--- src/rtl/alu_pkg.sv ---
// alu_pkg: shared definitions for the ALU issue stage.
//   - ALU op codes driven to the 64-bit ALU
//   - aluop_e: the 2-bit ALUOp class coming from decode
//   - issue_entry_t: one buffered instruction as presented to the ALU
// The entry widths (XLEN, REG_IDX_W) must match the WIDTH/REGW
// parameters of alu_issue_stage.
package alu_pkg;

  localparam int XLEN      = 64;
  localparam int REG_IDX_W = 5;

  localparam logic [3:0] ALU_AND = 4'b0000;
  localparam logic [3:0] ALU_OR  = 4'b0001;
  localparam logic [3:0] ALU_ADD = 4'b0010;
  localparam logic [3:0] ALU_SUB = 4'b0110;
  localparam logic [3:0] ALU_NOR = 4'b1100;

  typedef enum logic [1:0] {
    ALUOP_MEM = 2'b00,
    ALUOP_BR  = 2'b01,
    ALUOP_R   = 2'b10,
    ALUOP_I   = 2'b11
  } aluop_e;

  typedef struct packed {
    logic [XLEN-1:0]      a;
    logic [XLEN-1:0]      b;
    logic [3:0]           op;
    logic [REG_IDX_W-1:0] rd;
    logic                 reg_write;
    logic                 illegal;
  } issue_entry_t;

endpackage

--- src/rtl/alu_ctrl.sv ---
// alu_ctrl: combinational translation of ALUOp/funct3/funct7[5] into the
// 4-bit ALU op code.
// Ports:
//   aluop    in  2  ALUOp class from decode
//   funct3   in  3  instruction funct3
//   funct7_5 in  1  instruction bit 30
//   op       out 4  ALU op code (ADD for unsupported combinations)
//   illegal  out 1  unsupported funct combination
// NOR is never produced here.
module alu_ctrl
  import alu_pkg::*;
(
  input  logic [1:0] aluop,
  input  logic [2:0] funct3,
  input  logic       funct7_5,
  output logic [3:0] op,
  output logic       illegal
);

  always_comb begin
    op      = ALU_ADD;
    illegal = 1'b0;
    case (aluop_e'(aluop))
      ALUOP_MEM: op = ALU_ADD;
      ALUOP_BR:  op = ALU_SUB;
      ALUOP_R: begin
        case (funct3)
          3'b000:  op = funct7_5 ? ALU_SUB : ALU_ADD;
          3'b111:  op = ALU_AND;
          3'b110:  op = ALU_OR;
          default: illegal = 1'b1;
        endcase
      end
      ALUOP_I: begin
        // Immediate forms have no SUB; bit 30 belongs to the immediate.
        case (funct3)
          3'b000:  op = ALU_ADD;
          3'b111:  op = ALU_AND;
          3'b110:  op = ALU_OR;
          default: illegal = 1'b1;
        endcase
      end
    endcase
  end

endmodule

--- src/rtl/alu_issue_stage.sv ---
// alu_issue_stage: issue stage in front of the 64-bit ALU.
// Accepts decoded operands over valid/ready, selects operand B, translates
// ALUOp/funct into the ALU op code, and holds results in a main + skid
// slot pair so in_ready is a flop output (no combinational path from
// out_ready back to decode).
// Ports:
//   clk, rst_n           clock (rising), asynchronous active-low reset
//   flush                drop all buffered entries and any concurrent input
//   in_valid/in_ready    decode handshake; in_ready = ~skid_full (registered)
//   in_rs1_val/in_rs2_val/in_imm  operand sources (WIDTH)
//   in_alu_src           1: B = in_imm, 0: B = rs2 value
//   in_aluop/in_funct3/in_funct7_5  op selection
//   in_rd/in_reg_write   destination
//   out_valid/out_ready  ALU-side handshake
//   out_a/out_b/out_op/out_rd  entry presented to the ALU
//   out_reg_write        destination write enable, forced 0 when illegal
//   out_illegal          unsupported funct combination
// Optional: define ALU_ISSUE_FWD_EN to add writeback forwarding ports
//   in_rs1, in_rs2, fwd_valid, fwd_rd, fwd_data. Forwarding is applied only
//   when an instruction is accepted; buffered entries are not patched.
module alu_issue_stage
  import alu_pkg::*;
#(
  parameter int WIDTH = 64,
  parameter int REGW  = 5
) (
  input  logic             clk,
  input  logic             rst_n,
  input  logic             flush,
  input  logic             in_valid,
  output logic             in_ready,
  input  logic [WIDTH-1:0] in_rs1_val,
  input  logic [WIDTH-1:0] in_rs2_val,
  input  logic [WIDTH-1:0] in_imm,
  input  logic             in_alu_src,
  input  logic [1:0]       in_aluop,
  input  logic [2:0]       in_funct3,
  input  logic             in_funct7_5,
  input  logic [REGW-1:0]  in_rd,
  input  logic             in_reg_write,
  output logic             out_valid,
  input  logic             out_ready,
  output logic [WIDTH-1:0] out_a,
  output logic [WIDTH-1:0] out_b,
  output logic [3:0]       out_op,
  output logic [REGW-1:0]  out_rd,
  output logic             out_reg_write,
  output logic             out_illegal
`ifdef ALU_ISSUE_FWD_EN
  ,
  input  logic [REGW-1:0]  in_rs1,
  input  logic [REGW-1:0]  in_rs2,
  input  logic             fwd_valid,
  input  logic [REGW-1:0]  fwd_rd,
  input  logic [WIDTH-1:0] fwd_data
`endif
);

  logic [WIDTH-1:0] opa_p0;
  logic [WIDTH-1:0] rs2v_p0;
  logic [WIDTH-1:0] opb_p0;
  logic [3:0]       op_p0;
  logic             illegal_p0;
  issue_entry_t     new_p0;

  issue_entry_t     main_p1;
  issue_entry_t     skid_p1;
  logic             vld_p1;
  logic             skid_vld_p1;

  logic             accept;
  logic             consume;

  // ---- p0: input decode and operand selection ----
`ifdef ALU_ISSUE_FWD_EN
  logic fwd_a_p0;
  logic fwd_b_p0;
  assign fwd_a_p0 = fwd_valid && (fwd_rd != '0) && (fwd_rd == in_rs1);
  assign fwd_b_p0 = fwd_valid && (fwd_rd != '0) && (fwd_rd == in_rs2);
  assign opa_p0   = fwd_a_p0 ? fwd_data : in_rs1_val;
  assign rs2v_p0  = fwd_b_p0 ? fwd_data : in_rs2_val;
`else
  assign opa_p0   = in_rs1_val;
  assign rs2v_p0  = in_rs2_val;
`endif
  assign opb_p0 = in_alu_src ? in_imm : rs2v_p0;

  alu_ctrl u_alu_ctrl (
    .aluop    (in_aluop),
    .funct3   (in_funct3),
    .funct7_5 (in_funct7_5),
    .op       (op_p0),
    .illegal  (illegal_p0)
  );

  always_comb begin
    new_p0           = '0;
    new_p0.a         = opa_p0;
    new_p0.b         = opb_p0;
    new_p0.op        = op_p0;
    new_p0.rd        = in_rd;
    new_p0.reg_write = in_reg_write & ~illegal_p0;
    new_p0.illegal   = illegal_p0;
  end

  assign accept  = in_valid & ~skid_vld_p1;
  assign consume = vld_p1 & out_ready;

  // ---- p1: main/skid buffer ----
  always_ff @(posedge clk or negedge rst_n) begin
    if (!rst_n) begin
      vld_p1      <= 1'b0;
      skid_vld_p1 <= 1'b0;
      main_p1     <= '0;
    end else if (flush) begin
      vld_p1      <= 1'b0;
      skid_vld_p1 <= 1'b0;
    end else if (consume) begin
      // With the skid full in_ready is low, so accept cannot coincide here.
      if (skid_vld_p1) begin
        main_p1     <= skid_p1;
        skid_vld_p1 <= 1'b0;
      end else if (accept) begin
        main_p1 <= new_p0;
      end else begin
        vld_p1 <= 1'b0;
      end
    end else if (accept) begin
      if (!vld_p1) begin
        main_p1 <= new_p0;
        vld_p1  <= 1'b1;
      end else begin
        skid_vld_p1 <= 1'b1;
      end
    end
  end

  // Skid payload is only meaningful while skid_vld_p1 is set.
  always_ff @(posedge clk) begin
    if (!flush && accept && vld_p1 && !consume) begin
      skid_p1 <= new_p0;
    end
  end

  assign in_ready      = ~skid_vld_p1;
  assign out_valid     = vld_p1;
  assign out_a         = main_p1.a;
  assign out_b         = main_p1.b;
  assign out_op        = main_p1.op;
  assign out_rd        = main_p1.rd;
  assign out_reg_write = main_p1.reg_write;
  assign out_illegal   = main_p1.illegal;

endmodule

--- config.mk ---
export PLATFORM = sky130hd
export DESIGN_NAME = alu_issue_stage
export DESIGN_NICKNAME = d
export VERILOG_FILES = /design/src/rtl/alu_pkg.sv /design/src/rtl/alu_ctrl.sv /design/src/rtl/alu_issue_stage.sv
export SDC_FILE = /design/constraint.sdc
export NUM_CORES = 1
export LEC_CHECK = 0
export ABC_CLOCK_PERIOD_IN_PS = 12800
export CORE_ASPECT_RATIO = 2
export CORE_MARGIN = 2
export CORE_UTILIZATION = 25
export CTS_BUF_LIST = sky130_fd_sc_hd__clkbuf_8
export CTS_CLUSTER_SIZE = 30
export DETAILED_ROUTE_END_ITERATION = 7
export GPL_TIMING_DRIVEN = 0
export PLACE_DENSITY = 0.56
export SYNTH_ARGS = -nofsm -noshare
export SYNTH_HDL_FRONTEND = slang
export SYNTH_SLANG_ARGS = --single-unit
--- constraint.sdc ---
create_clock -name clk -period 12.8 [get_ports clk]
set_input_delay 2.56 -clock clk [delete_from_list [all_inputs] [get_ports clk]]
set_output_delay 2.56 -clock clk [all_outputs]
set_load 0.01 [all_outputs]
==> metrics.md <==
| Metric | Value |
|---|---|
| Status | `completed` |
| Clock root cell | `clkbuf_8` |
| Relative slew slack | `0.5204` |
| Final Hold Vio Count | `0` |
| Post CTS Setup Buffer Count | `0` |
| Post-route antenna net violation count | `0` |
| Synth area leader | `edfxtp_1` |
| Sequential power share | `0.453` |
| Fill count | `4609` |
| HPWL after DPL | `27.00 mm` |
| Worst Slack Setup Final | `7.904 ns` |
| Total gr overflow | `0` |
| Clock Path Buffers | `3` |
| Htree depth | `2` |
| Clock Latency Late Sink | `0.57 ns` |
| Final Max Slew Viols | `0` |
| Crit. End Element | `register` |
| Die X | `158.1 um` |
| CTS Hold Bufs | `0` |
| Clock skew | `0.01369 ns` |
| Setup WS pre-CTS | `7.316 ns` |
| CP most frequent cell | `buf_16` |
| Final wirelength | `37.85 mm` |
| Grt peak-use layer | `met2` |
| Hold/Removal Path Class | `reg2reg` |
| Actual slew at the worst max-slew pin | `0.7194 ns` |
| First-pass GRT wire length | `55.98 mm` |
| RSZ-0062 raised after global routing | `no` |
| CP max FO | `18` |
| TritonCTS clock tree | `yes` |
| Final min period | `4.896 ns` |
| Top cells by area, synth | `edfxtp_1 (35%), dfrtp_1 (30%), mux2_2 (18%)` |
| Synth warnings | `0` |
| Largest net degree at the start of global routing | `79` |
| Port Buffer Count | `347` |
| Max VDD drop | `0.07925 mV` |
| Syn nets | `1069` |
| Post-synth EDFFs | `138` |
| Core Area | `47220 um^2` |
| Number of remaining DRC errors | `0` |
| Max Cap Violations | `0` |
| Flops & latches, synth | `278` |
| GRT Total Usage | `0.1479` |
| Routed wire per std cell | `19.60 um` |
| Int Power | `1.778 mW` |
| Post-CTS Resized | `0` |
| Area Growth Syn to Fin | `45.92%` |
| Async SR Flop Fraction | `0.5036` |
| Main flop type after synthesis | `dfrtp_1` |
| Syn avg cell area | `13.82 um^2` |
| Vias in the first global route | `9444` |
| Area share of the largest cell type after synthesis | `0.3490` |
| Period Utilization, post-route | `0.3825` |
| Layout cell share with drive strength beyond 1 | `0.2390` |
| Fmax | `204.3 MHz` |
| Die Ht | `312.2 um` |
| CP peak stage delay | `0.51 ns` |
| M3 GR Usage | `0.06295` |
| Switch share | `0.2679` |
| Worst EP required | `13.07 ns` |
| CP startpoint kind | `input pin` |
| Num rows | `113` |
| Mapped Cells | `859` |
| Leakage | `6.421 nW` |
| Full die area | `49360 um^2` |
| Non-Filler Instances | `1931` |
| Dpl cells | `1848` |
| Worst path cell trace | `clkdlybuf4s50_1 -> nand2b_1 -> clkbuf_1 -> clkbuf_1 -> nor3_4 -> buf_16 -> buf_16 -> buf_16 -> buf_16` |
| Switching Power | `0.6505 mW` |
| WS Path Type | `in2reg` |
| Final setup vio count | `0` |
| Power Density | `140.2 nW/um^2` |
| Vias | `8819` |
| Drt first pass iters | `4` |
| Logic pwr share | `0.219` |
| Starting Density | `0.2514` |
| # IOs | `351` |
| Nets | `1472` |
| CTS Buf Count | `44` |
| Gp weighted congestion | `0.8242` |
| Most frequent cells in the layout | `clkdlybuf4s50_1 (346), mux2_2 (195), nand2_1 (140), dfrtp_1 (140)` |
| Seq/Total Area, Yosys | `0.6441` |
| Clk pwr share | `0.329` |
| Initial antenna violation count | `5` |
| Reg clk slew, reported paths | `0.07 ns` |
| Synth Cell Area | `11870 um^2` |
| Initial DRC count | `452` |
| GR Util met2 | `0.2360` |
| Synth unique cells | `35` |
| WP data arrival | `5.16 ns` |
| Slowest CP cell | `clkdlybuf4s50_1` |
| Commonest non-fill, non-tap cell in the layout | `clkdlybuf4s50_1` |
| Clock sinks | `278` |
| Met1 Usage GRT | `0.1836` |
| Avg Vias per Cell | `4.567` |
==> layout make-up <==
cell class              count  area (um^2)  share of cell area
clock buffers              54        743.2             0.04290
repair buffers            357         3729              0.2152
plain buffers              71        395.4             0.02282
flip-flops and latches    278         7647              0.4414
multi-input cells         505         3822              0.2206
well taps                 632        790.8             0.04564
clock inverters            27        172.7            0.009967
inverters                   5        18.77            0.001083
diodes                      2        5.005           0.0002889
==> worst paths after layout <==
path | cells past startpoint | slack (ns) | start | end
max | 9 | 7.90 | out_ready | skid_p1[56]
min | 1 | 0.51 | out_b[2] | out_b[2]
max reg2reg | 9 | 10.01 | out_valid | skid_p1[56]
min reg2reg | 1 | 0.51 | out_b[2] | out_b[2]
max in group asynchronous | 2 | 10.00 | rst_n | out_b[45]
min in group asynchronous | 1 | 1.99 | rst_n | out_rd[3]
==> synth_stat cells (2+ instances only) <==
cell	instances
mux2_2	195
dfrtp_1	140
nand2_1	140
a31oi_1	138
edfxtp_1	138
clkbuf_1	30
buf_4	16
buf_2	13
buf_6	7
buf_1	5
inv_1	4
a2111oi_0	2
a21oi_1	2
a2bb2oi_1	2
and3_1	2
nand2b_1	2
nand3_1	2
nand4_1	2
nor2_1	2
o21ai_0	2
==> power by group through the flow <==
stage	combinational, mW	sequential [mW]	clock [mW]
2_1_floorplan	0.162	1.15	0
3_3_place_gp	0.524	1.12	0
3_5_place_dp	0.536	1.12	0
4_1_cts	0.539	1.10	0.833
5_1_grt	0.572	1.11	0.867
6_report	0.531	1.10	0.798
==> sequential cells by signal (all words and copies together) (netlist names) <==
signal         count
skid_p1          138
out_a             64
out_b             64
out_rd             5
out_op             3
out_illegal        1
out_reg_write      1
out_valid          1
skid_vld_p1        1
==> through the flow <==
stage	utilization	TNS [ns]	instance area, um^2	power, mW	hold WS [ns]
after global placement	0.3418	-63.54	16140	1.640	0.4912
after global routing	0.3668	0	17320	2.551	0.5267
final	0.3669	0	17320	2.428	0.5086
after CTS	0.3668	0	17320	2.473	0.5131
after detailed placement	0.3474	0	16400	1.653	0.4971
after floorplan	-	0	11880	1.310	0.5049
==> metal layers <==
metal | part of all wire | vias up
li1 | - | 4025
met1 | 0.41 | 4279
met2 | 0.45 | 445
met3 | 0.12 | 62
met4 | 0.022 | 8
met5 | 0.0015 | -
==> critical path: cells and delay by family <==
kind,cells,cell delay [ns]
buf+inv,7,1.92
simple gates,2,0.65
==> kinds of logic after synthesis <==
group | synth area share
buffers and inverters | 0.03488
and+or+nand+nor | 0.05185
AOI/OAI and AO/OA | 0.08178
muxes | 0.1871
DFF | 0.6441
other | 0.0003159
Note: power is estimated with default switching activity, not from simulation.
